## config.mk

```make
export PLATFORM = sky130hd
export DESIGN_NAME = pipeline_hazard_ctrl
export DESIGN_NICKNAME = d
export VERILOG_FILES = /design/src/rtl/pipeline_hazard_ctrl.sv
export SDC_FILE = /design/constraint.sdc
export NUM_CORES = 1
export LEC_CHECK = 0
export BUFFER_PORTS_ARGS = -buffer_cell sky130_fd_sc_hd__buf_2
export CELL_PAD_IN_SITES_DETAIL_PLACEMENT = 0
export CELL_PAD_IN_SITES_GLOBAL_PLACEMENT = 2
export CORE_MARGIN = 10
export CORE_UTILIZATION = 32
export DETAILED_ROUTE_END_ITERATION = 10
export PLACE_DENSITY = 0.94
export SYNTH_ARGS = -nofsm -noshare
export SYNTH_HDL_FRONTEND = slang
export SYNTH_SLANG_ARGS = --single-unit
```

## constraint.sdc

```tcl
create_clock -name clk -period 6 [get_ports clk]
set_clock_uncertainty 0.15 [all_clocks]
set_input_delay 0 -clock clk [delete_from_list [all_inputs] [get_ports clk]]
set_output_delay 0 -clock clk [all_outputs]
set_load 0.05 [all_outputs]
```

## src/rtl/pipeline_hazard_ctrl.sv

```systemverilog
// rtl/pipeline_hazard_ctrl.sv - stall/flush sequencer for the 5-stage pipeline
// Load-use and branch-flush arbitration plus the mul/div start/done sequencer.
module pipeline_hazard_ctrl #(
  parameter int MD_TIMEOUT = 64,
  parameter int CNT_W      = 16
) (
  input  logic             clk,
  input  logic             rst_n,
  input  logic [4:0]       id_Rs1_in,
  input  logic [4:0]       id_Rs2_in,
  input  logic             id_uses_rs1_in,
  input  logic             id_uses_rs2_in,
  input  logic             ex_MemRead_in,
  input  logic [4:0]       ex_Rd_in,
  input  logic             ex_branch_taken_in,
  input  logic             ex_md_valid_in,
  input  logic             md_done_in,
  output logic             pc_stall_out,
  output logic             ifid_stall_out,
  output logic             idex_stall_out,
  output logic             idex_bubble_out,
  output logic             ifid_flush_out,
  output logic             idex_flush_out,
  output logic             exmem_bubble_out,
  output logic             md_start_out,
  output logic             md_timeout_out,
  output logic [CNT_W-1:0] stall_cnt_out
);

  localparam int WAIT_W = (MD_TIMEOUT > 1) ? $clog2(MD_TIMEOUT) : 1;
  localparam logic [WAIT_W-1:0] WAIT_LAST = WAIT_W'(MD_TIMEOUT - 1);
  localparam logic [CNT_W-1:0]  CNT_MAX   = {CNT_W{1'b1}};

  typedef enum logic [1:0] {
    IDLE       = 2'd0,
    MD_START   = 2'd1,
    MD_WAIT    = 2'd2,
    MD_RELEASE = 2'd3
  } state_t;

  state_t            state;
  logic [WAIT_W-1:0] wait_cnt;
  logic              load_use;
  logic              md_freeze;
  logic              rs1_hit;
  logic              rs2_hit;

  always_comb begin
    rs1_hit   = id_uses_rs1_in && (id_Rs1_in == ex_Rd_in);
    rs2_hit   = id_uses_rs2_in && (id_Rs2_in == ex_Rd_in);
    load_use  = ex_MemRead_in && (ex_Rd_in != 5'd0) && (rs1_hit || rs2_hit);
    md_freeze = ((state == IDLE) && ex_md_valid_in) ||
                (state == MD_START) || (state == MD_WAIT);
  end

  // Freeze outranks a branch, which outranks a load-use bubble.
  always_comb begin
    pc_stall_out     = 1'b0;
    ifid_stall_out   = 1'b0;
    idex_stall_out   = 1'b0;
    idex_bubble_out  = 1'b0;
    ifid_flush_out   = 1'b0;
    idex_flush_out   = 1'b0;
    exmem_bubble_out = 1'b0;
    if (md_freeze) begin
      pc_stall_out     = 1'b1;
      ifid_stall_out   = 1'b1;
      idex_stall_out   = 1'b1;
      exmem_bubble_out = 1'b1;
    end else if (ex_branch_taken_in) begin
      ifid_flush_out = 1'b1;
      idex_flush_out = 1'b1;
    end else if (load_use) begin
      pc_stall_out    = 1'b1;
      ifid_stall_out  = 1'b1;
      idex_bubble_out = 1'b1;
    end
  end

  // md_start_out is registered: high exactly while the FSM sits in MD_START.
  always_ff @(posedge clk or negedge rst_n) begin
    if (!rst_n) begin
      state          <= IDLE;
      wait_cnt       <= '0;
      md_start_out   <= 1'b0;
      md_timeout_out <= 1'b0;
    end else begin
      md_start_out <= 1'b0;
      case (state)
        IDLE: begin
          if (ex_md_valid_in) begin
            state        <= MD_START;
            md_start_out <= 1'b1;
          end
        end
        MD_START: begin
          state    <= MD_WAIT;
          wait_cnt <= '0;
        end
        MD_WAIT: begin
          if (md_done_in) begin
            state    <= MD_RELEASE;
            wait_cnt <= '0;
          end else if (wait_cnt == WAIT_LAST) begin
            state          <= MD_RELEASE;
            wait_cnt       <= '0;
            md_timeout_out <= 1'b1;
          end else begin
            wait_cnt <= wait_cnt + WAIT_W'(1);
          end
        end
        MD_RELEASE: begin
          state <= IDLE;
        end
        default: begin
          state    <= IDLE;
          wait_cnt <= '0;
        end
      endcase
    end
  end

  always_ff @(posedge clk or negedge rst_n) begin
    if (!rst_n) begin
      stall_cnt_out <= '0;
    end else if (pc_stall_out && (stall_cnt_out != CNT_MAX)) begin
      stall_cnt_out <= stall_cnt_out + CNT_W'(1);
    end
  end

endmodule

```

; Yosys cells after proc, flatten, opt, wreduce, memory -nomap -nowiden
; Index checks and enable logic that the tools add are counted.
[op_classes]
add_sub_neg = 2
multipliers = 0
div = 0
n_lt_le_gt_ge = 0
eq_ne = 9
shift = 0
n_mux = 16
n_bitwise = 1
n_reduce_logical = 14
[op_table]
columns = operator, n
row1 = 16-bit by 1-bit adder with 16-bit output (second input constant), 1
row2 = 16-bit != test (second input constant), 1
row3 = 6-bit 2-to-1 mux, 2
row4 = 6-bit case mux with 2 select lines, 1
row5 = 5-bit == test, 2
row6 = 1-bit 2-to-1 mux, 9
row7 = 2-bit case mux with 4 select lines, 1
row8 = 6-bit by 1-bit adder with 6-bit output (second input constant), 1
row9 = 6-bit == test (second input constant), 1
row10 = 1-bit logical AND, 6
row11 = 2-bit 2-to-1 mux, 3
row12 = 5-bit nonzero test, 1
row13 = 2-bit == test (second input constant), 2
row14 = 1-bit logical OR, 3
row15 = 3-bit by 2-bit != test with 1-bit output (second input constant), 1
row16 = 3-bit AND reduction, 1
row17 = 2-bit by 1-bit == test with 1-bit output (second input constant), 1
row18 = 2-bit zero test, 1
row19 = 2-bit != test (second input constant), 1
row20 = 2-bit AND reduction, 1
row21 = 2-bit nonzero test, 1
row22 = 1-bit NOT, 1
[totals]
register_bits = 26
latch_bits = 0
ramBits = 0
romBits = 0
input_bits = 23
elab_cells = 47
n_memories = 0

; Depth between registers and ports, before layout
; Gate-level depths: netlist of run 1.
[logic_depth]
depth_word = 8
mapped_depth = 8
depth_no_buf = 8

; Worst setup path after synthesis of run 1
; OpenSTA, ideal clock, no wires.
[synth_timing]
path_kind = reg-to-output
start = register state[0]
end = output idex_bubble_out
arrival_time_ns = 2.451
required_ns = 5.850
slack_ns = 3.399
path_stages_with_launch = 7
cell_sequence = dfrtp_1 > inv_1 > ha_1 > and2_1 > nor3_1 > inv_1 > nor2_1
[synth_between]
elab_chain_cells = 5
[synth_rtl]
columns = element, line
row1 = start: declaration, 41  ; state_t state;
row2 = start signal: assignment, 83  ; state <= IDLE;
row3 = start signal: assignment, 92  ; state <= MD_START;
row4 = start signal: assignment, 97  ; state <= MD_WAIT;
row5 = 2-bit zero test, 52  ; md_freeze = ((state == IDLE) && ex_md_valid_in) ||
row6 = 1-bit logical AND, 52
row7 = 1-bit logical OR, 52
row8 = 1-bit logical OR (*), 53  ; (state == MD_START) || (state == MD_WAIT);
row9 = 1-bit 2-to-1 mux (*), 65  ; if (md_freeze) begin
row10 = end: declaration, 21  ; output logic idex_bubble_out,
; Every way passes the cells marked *; elsewhere a longest branch is shown, timed or not.

; Worst setup path in the final report of run 1
; Same ends and word-level chain as after synthesis.

==> impl_metrics.tcl, run 1 <==
set metrics [dict create \
    drt_first_pass_iters 4 \
    gr-max-usage-layer "met2" \
    synth_net_count 186 \
    crit-reg2reg-capture "state[1]" \
    grt_use_met2 0.149 \
    crit-reg2reg-launch "state[0]" \
    outcome "finished clean" \
    global_route.overflow_total 0 \
    boundaryPins 48 \
    power.static_leakage_nw 0.916 \
    critPathCaptureType "output port" \
    cp_common_cell "inv_1" \
    worstSetupStartpointType "register" \
    r2r_cells 6 \
    worst-r2r-setup-slack_ns 3.93 \
    report.final.setup_viol 0 \
    floorplan.initialDensity 0.328 \
    hold_slack_ns 0.103 \
    synth.yosys.warnings 0 \
    crit_path_cell_trace "inv_1 -> ha_1 -> and2_1 -> nor3_2 -> buf_4 -> inv_1 -> nor2_1 -> buf_2" \
    worst_slew_pin_slew_ns 0.636 \
    critPathSlowestCell "dfrtp_1" \
    viasPerCell 4.95 \
    async_flop_share 1.00 \
    count_of_nets_after_finishing 236 \
    fin_setup_tns_ns 0 \
    area_growth_synth_to_finish_pct 23.7 \
    seq_area_frac_synth 0.423 \
    row_count 25 \
    cts_tree "yes" \
    cts.htree.levels 1 \
    regArea_sq_um 651 \
    groute.usage.overall 0.0939 \
    clkSlewWorstSetupHoldPaths_ns 0.10 \
    timing_max_transition_violations_final 0 \
    achievable-frequency_mhz 482 \
    ys.flop_type "dfrtp_1" \
    mapped_area_sq_um 1540 \
    num_vias 1288 \
    worst_slew_margin_rel 0.576 \
    global_route.usage.met1 0.120 \
    n_antenna_cell 0 \
    dieArea_sq_um 7980 \
    routed_wire_length_per_instance_um 14.1 \
    finalWeightedCongestion 0.830 \
    met3_usage 0.0383 \
    number_of_global_route_vias_before_repair 1279 \
    largest_net_degree_at_the_start_of_global_routing 27 \
    synthCells 157 \
    numPortBuffers 47 \
    fillCellCount 484 \
    grt_antenna_before_repair 0 \
    min-delay-path-class "primary input to async pin" \
    ys_seq_elements 26 \
    final_period_minus_worst_setup_slack_ns 2.08 \
    grt_first_pass_wirelength_mm 6.15 \
    drtIter0Drc 74 \
    post-route-period-util 0.346 \
    power.density_cell_area_nw_per_um2 456 \
    post_cts_resized 0 \
    layout-drive-gt1-share 0.291 \
    count_of_flip_flops_with_a_built_in_enable_after_synthesis 0 \
    worst_skew_pair.late_latency_ns 0.27 \
    cell_chosen_for_the_clock_root "clkbuf_8" \
    cp_data_arrival_time_ns 1.93 \
    clock-sinks 26 \
    post-dp-hpwl_mm 2.83 \
    dieHeight_um 89.4 \
    fp.dieW_um 89.4 \
    cts_made_buffers 3 \
    ys_types 34 \
    worstSetupPathType "register to output port" \
    grt_setup_unrepaired "false" \
    placeableCoreArea_sq_um 4690 \
    post-route-drc-count 0 \
    totalWireLength_mm 3.67 \
    peakVddDrop_mv 0.237 \
    multi_input_comb_area_sq_um 828 \
    crit_path_max_fanout 15 \
    cts.path.max_buffers 2 \
    syn_avg_cell_area_sq_um 9.80 \
    finalHoldViolCount 0 \
    route.antenna.remaining_nets 0 \
    maxCapViolations 0 \
    data_required_critical_path_ns 5.85 \
    critical_path.max_stage_delay_ns 0.36 \
]
-- stage by stage --
step | total power, mW | cell area [sq um] | worst slack [ns] | util | cells
2_1_floorplan | 0.654 | 1540 | 3.40 | - | 157
3_3_place_gp | 0.757 | 1820 | 3.67 | 0.388 | 253
3_5_place_dp | 0.760 | 1820 | 3.66 | 0.388 | 253
4_1_cts | 0.882 | 1900 | 3.90 | 0.406 | 260
5_1_grt | 0.935 | 1900 | 3.65 | 0.406 | 260
6_report | 0.869 | 1900 | 3.92 | 0.406 | 260
-- flip-flops by register name, indices dropped and copies added (netlist names) --
register and flops:
md_start_out 1, md_timeout_out 1, stall_cnt_out 16, state 2
wait_cnt 6
-- cells by family after synthesis --
group	Yosys count	share of synthesized area
buffers and inverters	14	0.0423
adders and majority gates	6	0.0488
and+or+nand+nor	53	0.168
muxes	5	0.0358
xor gates and xnor gates	21	0.120
AOI/OAI and AO/OA	32	0.163
DFF	26	0.423
-- area by class of cell --
cell class | instances | share of cell area
multi-input combinational | 117 | 0.435
timing repair buffer | 51 | 0.143
tap | 54 | 0.0355
inverter | 8 | 0.0158
clock buffer | 4 | 0.0289
sequential | 26 | 0.342
-- synth_stat cells (2+ instances only) --
library cell,n,area share
xor2_1,15,0.085
a211oi_2,3,0.024
o21ai_0,7,0.023
buf_4,3,0.015
nor3_1,4,0.013
a21oi_1,8,0.026
o22a_1,3,0.017
a21boi_1,2,0.0098
nand3_1,13,0.042
inv_1,8,0.020
dfrtp_1,26,0.42
nor4_1,2,0.0081
nor2_1,4,0.0098
a2111oi_2,3,0.029
ha_1,6,0.049
nand4_1,3,0.012
nand2_1,17,0.041
and3_1,4,0.016
clkbuf_1,2,0.0049
xnor2_1,6,0.034
mux2_1,3,0.022
and2_1,3,0.012
-- layout by cell type, fill, tap and decap left out, drive strengths merged, types with 2 or more instances in the layout --
cell	synthesis	layout
ha	6	6
a21boi	2	2
nor3	4	4
xnor2	6	6
nand2	17	17
nor2	4	4
a211oi	4	4
a2111oi	3	3
nand3	13	13
mux2	4	4
and3	4	4
dfrtp	26	26
inv	8	8
buf	4	48
nand4	3	3
and2	3	3
o22a	3	3
nor4	2	2
xor2	15	15
clkbuf	2	4
dlygate4sd3	0	3
o21ai	7	7
a21oi	8	8
-- metal layers --
layer	wire (um)	part of all wire
met5	0	0
met2	1560	0.43
met1	1670	0.46
met4	7	0.0019
met3	423	0.12
-- worst max-delay path, delay by kind of cell, from the launching register on --
family                     cells  cell delay (ns)
buffers and inverters          4             0.72
DFF                            1             0.36
and+or+nand+nor                3             0.35
adders and majority gates      1             0.22
-- timing repair --
item,CTS,global route
hold endpoints to repair,35,0
hold buffers,3,0
buffers inserted,0,0
-- worst max-delay path by stage --
stage | slack (ns) | start | cells after the start | endpoint
4_1_cts | 3.90 | state[0] | 8 | idex_bubble_out
5_1_grt | 3.65 | stall_cnt_out[7] | 5 | stall_cnt_out[1]
2_1_floorplan | 3.40 | state[0] | 6 | idex_bubble_out
3_5_place_dp | 3.66 | ex_Rd_in[1] | 7 | stall_cnt_out[1]
3_3_place_gp | 3.67 | ex_Rd_in[1] | 7 | stall_cnt_out[1]
6_report | 3.92 | state[0] | 8 | idex_bubble_out
-- power breakdown --
| group | internal [mW] | total (mW) | switching [mW] |
|---|---|---|---|
| Clock | 0.0587 | 0.117 | 0.0581 |
| Combinational | 0.139 | 0.499 | 0.361 |
| Sequential | 0.214 | 0.252 | 0.0386 |
| Total | 0.411 | 0.869 | 0.457 |
(Power assumes the default switching activity.)
==> inputs of run 2 (changes only) <==
--- a/config.mk
+++ b/config.mk
@@ -5,13 +5,14 @@
 export SDC_FILE = /design/constraint.sdc
 export NUM_CORES = 1
 export LEC_CHECK = 0
+export ABC_AREA = 1
 export BUFFER_PORTS_ARGS = -buffer_cell sky130_fd_sc_hd__buf_2
 export CELL_PAD_IN_SITES_DETAIL_PLACEMENT = 0
 export CELL_PAD_IN_SITES_GLOBAL_PLACEMENT = 2
 export CORE_MARGIN = 10
-export CORE_UTILIZATION = 32
+export CORE_UTILIZATION = 28
 export DETAILED_ROUTE_END_ITERATION = 10
-export PLACE_DENSITY = 0.94
+export PLACE_DENSITY = 0.89
 export SYNTH_ARGS = -nofsm -noshare
 export SYNTH_HDL_FRONTEND = slang
 export SYNTH_SLANG_ARGS = --single-unit
==> constraint.sdc (replaced) <==
create_clock -name clk -period 2.15 [get_ports clk]
set_clock_uncertainty 0.15 [all_clocks]
set_input_delay 0 -clock clk [delete_from_list [all_inputs] [get_ports clk]]
set_output_delay 0 -clock clk [all_outputs]
set_load 0.05 [all_outputs]
==> run 2 against run 1 <==
Net effect:
- register-to-register slack got worse by 3.7 ns
- clock power rose to 2.8 times the previous value
- synthesized cell count rose by 64%
- largest cell class unchanged
==> impl_metrics.tcl, run 2 <==
set metrics [dict create \
    power.density_cell_area_nw_per_um2 1030 \
    worst-r2r-setup-slack_ns 0.26 \
    data_required_critical_path_ns 2.22 \
    count_of_flip_flops_with_a_built_in_enable_after_synthesis 0 \
    final_period_minus_worst_setup_slack_ns 1.89 \
    dieArea_sq_um 10100 \
    post_cts_resized 0 \
    largest_register_by_flop_count "stall_cnt_out" \
    totalWireLength_mm 4.59 \
    boundaryPins 48 \
    crit_path_max_fanout 16 \
    cts_tree "yes" \
    mapped_area_sq_um 1810 \
    post-route-period-util 0.878 \
    post-route-cell-area_sq_um 2200 \
    achievable-frequency_mhz 530 \
    ys.flop_type "dfrtp_1" \
    row_count 29 \
    cts_made_buffers 3 \
    global_route.overflow_total 0 \
    n_antenna_cell 0 \
    worst_slew_margin_rel 0.589 \
    max_ffs_per_register 16 \
    dieHeight_um 100 \
    fin_setup_tns_ns 0 \
    peakVddDrop_mv 0.368 \
    cts.path.max_buffers 2 \
    floorplan.initialDensity 0.287 \
    grt_antenna_before_repair 0 \
    synth_net_count 286 \
    netlist.area_leader.share 0.359 \
    post-synth-top-area-cell "dfrtp_1" \
    min-delay-path-class "primary input to async pin" \
    post_synth_main_area_contributors "dfrtp_1 (36%), nand2_1 (18%), nand3_1 (7.7%), inv_1 (6.6%), nor2_1 (4.8%)" \
    async_flop_share 1.00 \
    power.static_leakage_nw 1.25 \
    cell_chosen_for_the_clock_root "clkbuf_8" \
    cts.htree.levels 1 \
    clkSlewWorstSetupHoldPaths_ns 0.09 \
    placeableCoreArea_sq_um 6310 \
    route.antenna.remaining_nets 0 \
    post-synth-top-count-cell "nand2_1" \
    layout-drive-gt1-share 0.229 \
    numPortBuffers 47 \
    count_of_nets_after_finishing 336 \
    grt_first_pass_wirelength_mm 7.51 \
    timing_max_transition_violations_final 0 \
    number_of_global_route_vias_before_repair 1625 \
    postCtsHoldBufs 3 \
    dpl-instance-area_sq_um 2110 \
    routed_wire_length_per_instance_um 12.0 \
    crit-reg2reg-launch "stall_cnt_out[0]" \
    drtIter0Drc 51 \
    largest_net_degree_at_the_start_of_global_routing 27 \
    clock-sinks 26 \
    grt_setup_unrepaired "false" \
    synth.yosys.warnings 0 \
    area_growth_synth_to_finish_pct 21.3 \
    finalHoldViolCount 0 \
    viasPerCell 4.35 \
    worst_slew_pin_slew_ns 0.617 \
    cp_data_arrival_time_ns 1.96 \
    ys_types 25 \
    fp.dieW_um 100 \
    groute.usage.overall 0.0886 \
    ys_seq_elements 26 \
    seq_area_frac_synth 0.359 \
    maxCapViolations 0 \
    syn_avg_cell_area_sq_um 7.05 \
    post-route-drc-count 0 \
    drt_first_pass_iters 4 \
    synthCells 257 \
    worst_skew_pair.late_latency_ns 0.27 \
    layout.cells.most_common "nand2_1" \
    num_vias 1666 \
    largestRegisters "stall_cnt_out (16), wait_cnt (6), state (2)" \
    layout.cells.most_common_list "nand2_1 (86), buf_2 (47), inv_1 (32)" \
    critPathCaptureType "register" \
    report.final.setup_viol 0 \
    total_setup_buffers_inserted_after_cts 0 \
    post-dp-hpwl_mm 3.63 \
    fillCellCount 707 \
    netlist_top_cells_count "nand2_1 (86), inv_1 (32), nand3_1 (28)" \
    worstSetupPathType "register to register" \
    finalWeightedCongestion 0.743 \
    outcome "finished clean" \
    critPathLaunch "stall_cnt_out[0]" \
    worstSetupStartpointType "register" \
]
[run 2: final cells by class]
type	count	area (sq um)	area share
clock buffers	4	55.1	0.0250
inverters	39	146	0.0666
well taps	77	96.3	0.0438
multi-input cells	186	977	0.445
repair buffers	51	273	0.124
flip-flops and latches	26	651	0.296
[run 2: worst paths after layout]
kind,end,cells past startpoint
setup / recovery,stall_cnt_out[13],7
hold / removal,stall_cnt_out[12],2
setup reg to reg,stall_cnt_out[13],7
hold reg to reg,md_timeout_out,1
max in group asynchronous,stall_cnt_out[6],2
min in group clk,stall_cnt_out[0],7
[run 2: routing by layer]
| metal | GRT usage | vias to the layer above | part of all wire |
|---|---|---|---|
| met5 | 0 | - | 0 |
| met4 | 0.0359 | 0 | 0.017 |
| met3 | 0.0151 | 5 | 0.034 |
| met2 | 0.156 | 23 | 0.49 |
| met1 | 0.103 | 744 | 0.46 |
| li1 | - | 894 | - |
[run 2: report_power, final]
group	internal (mW)	switching, mW	total, mW	leakage, nW
logic	0.317	0.991	1.31	0.867
registers	0.565	0.0695	0.635	0.351
clock network	0.164	0.161	0.326	0.0288
total	1.05	1.22	2.27	1.25
[run 2: through the flow]
step / instances / hold WS, ns / power [mW] / setup slack, ns / util
2_1_floorplan: 257 / -0.446 / 1.73 / -0.0426 / -
3_3_place_gp: 376 / -0.106 / 1.97 / 0.304 / 0.335
3_5_place_dp: 376 / -0.0952 / 1.97 / 0.281 / 0.335
4_1_cts: 383 / 0.142 / 2.31 / 0.251 / 0.348
5_1_grt: 383 / 0.198 / 2.43 / 0.0491 / 0.348
6_report: 383 / 0.114 / 2.27 / 0.263 / 0.348
[run 2: cell families (layout without fill, tap and decap cells)]
family                   count (synthesis)  after routing  share of synthesized area
AO/OA/AOI/OAI                            9              9                     0.0269
buffers and inverters                   45             94                      0.106
AND/OR/NAND/NOR                        158            158                      0.404
adder cells (fa/ha/maj)                  6              6                     0.0414
XOR/XNOR                                13             13                     0.0628
flip-flops                              26             26                      0.359
[run 2: critical path, cell delays in order, from the launching register on]
cell,delay [ns]
dfrtp_1,0.42
ha_1,0.29
inv_1,0.08
nor2_2,0.21
nand4_4,0.28
nand2_4,0.27
nand2_1,0.08
nand2_1,0.06
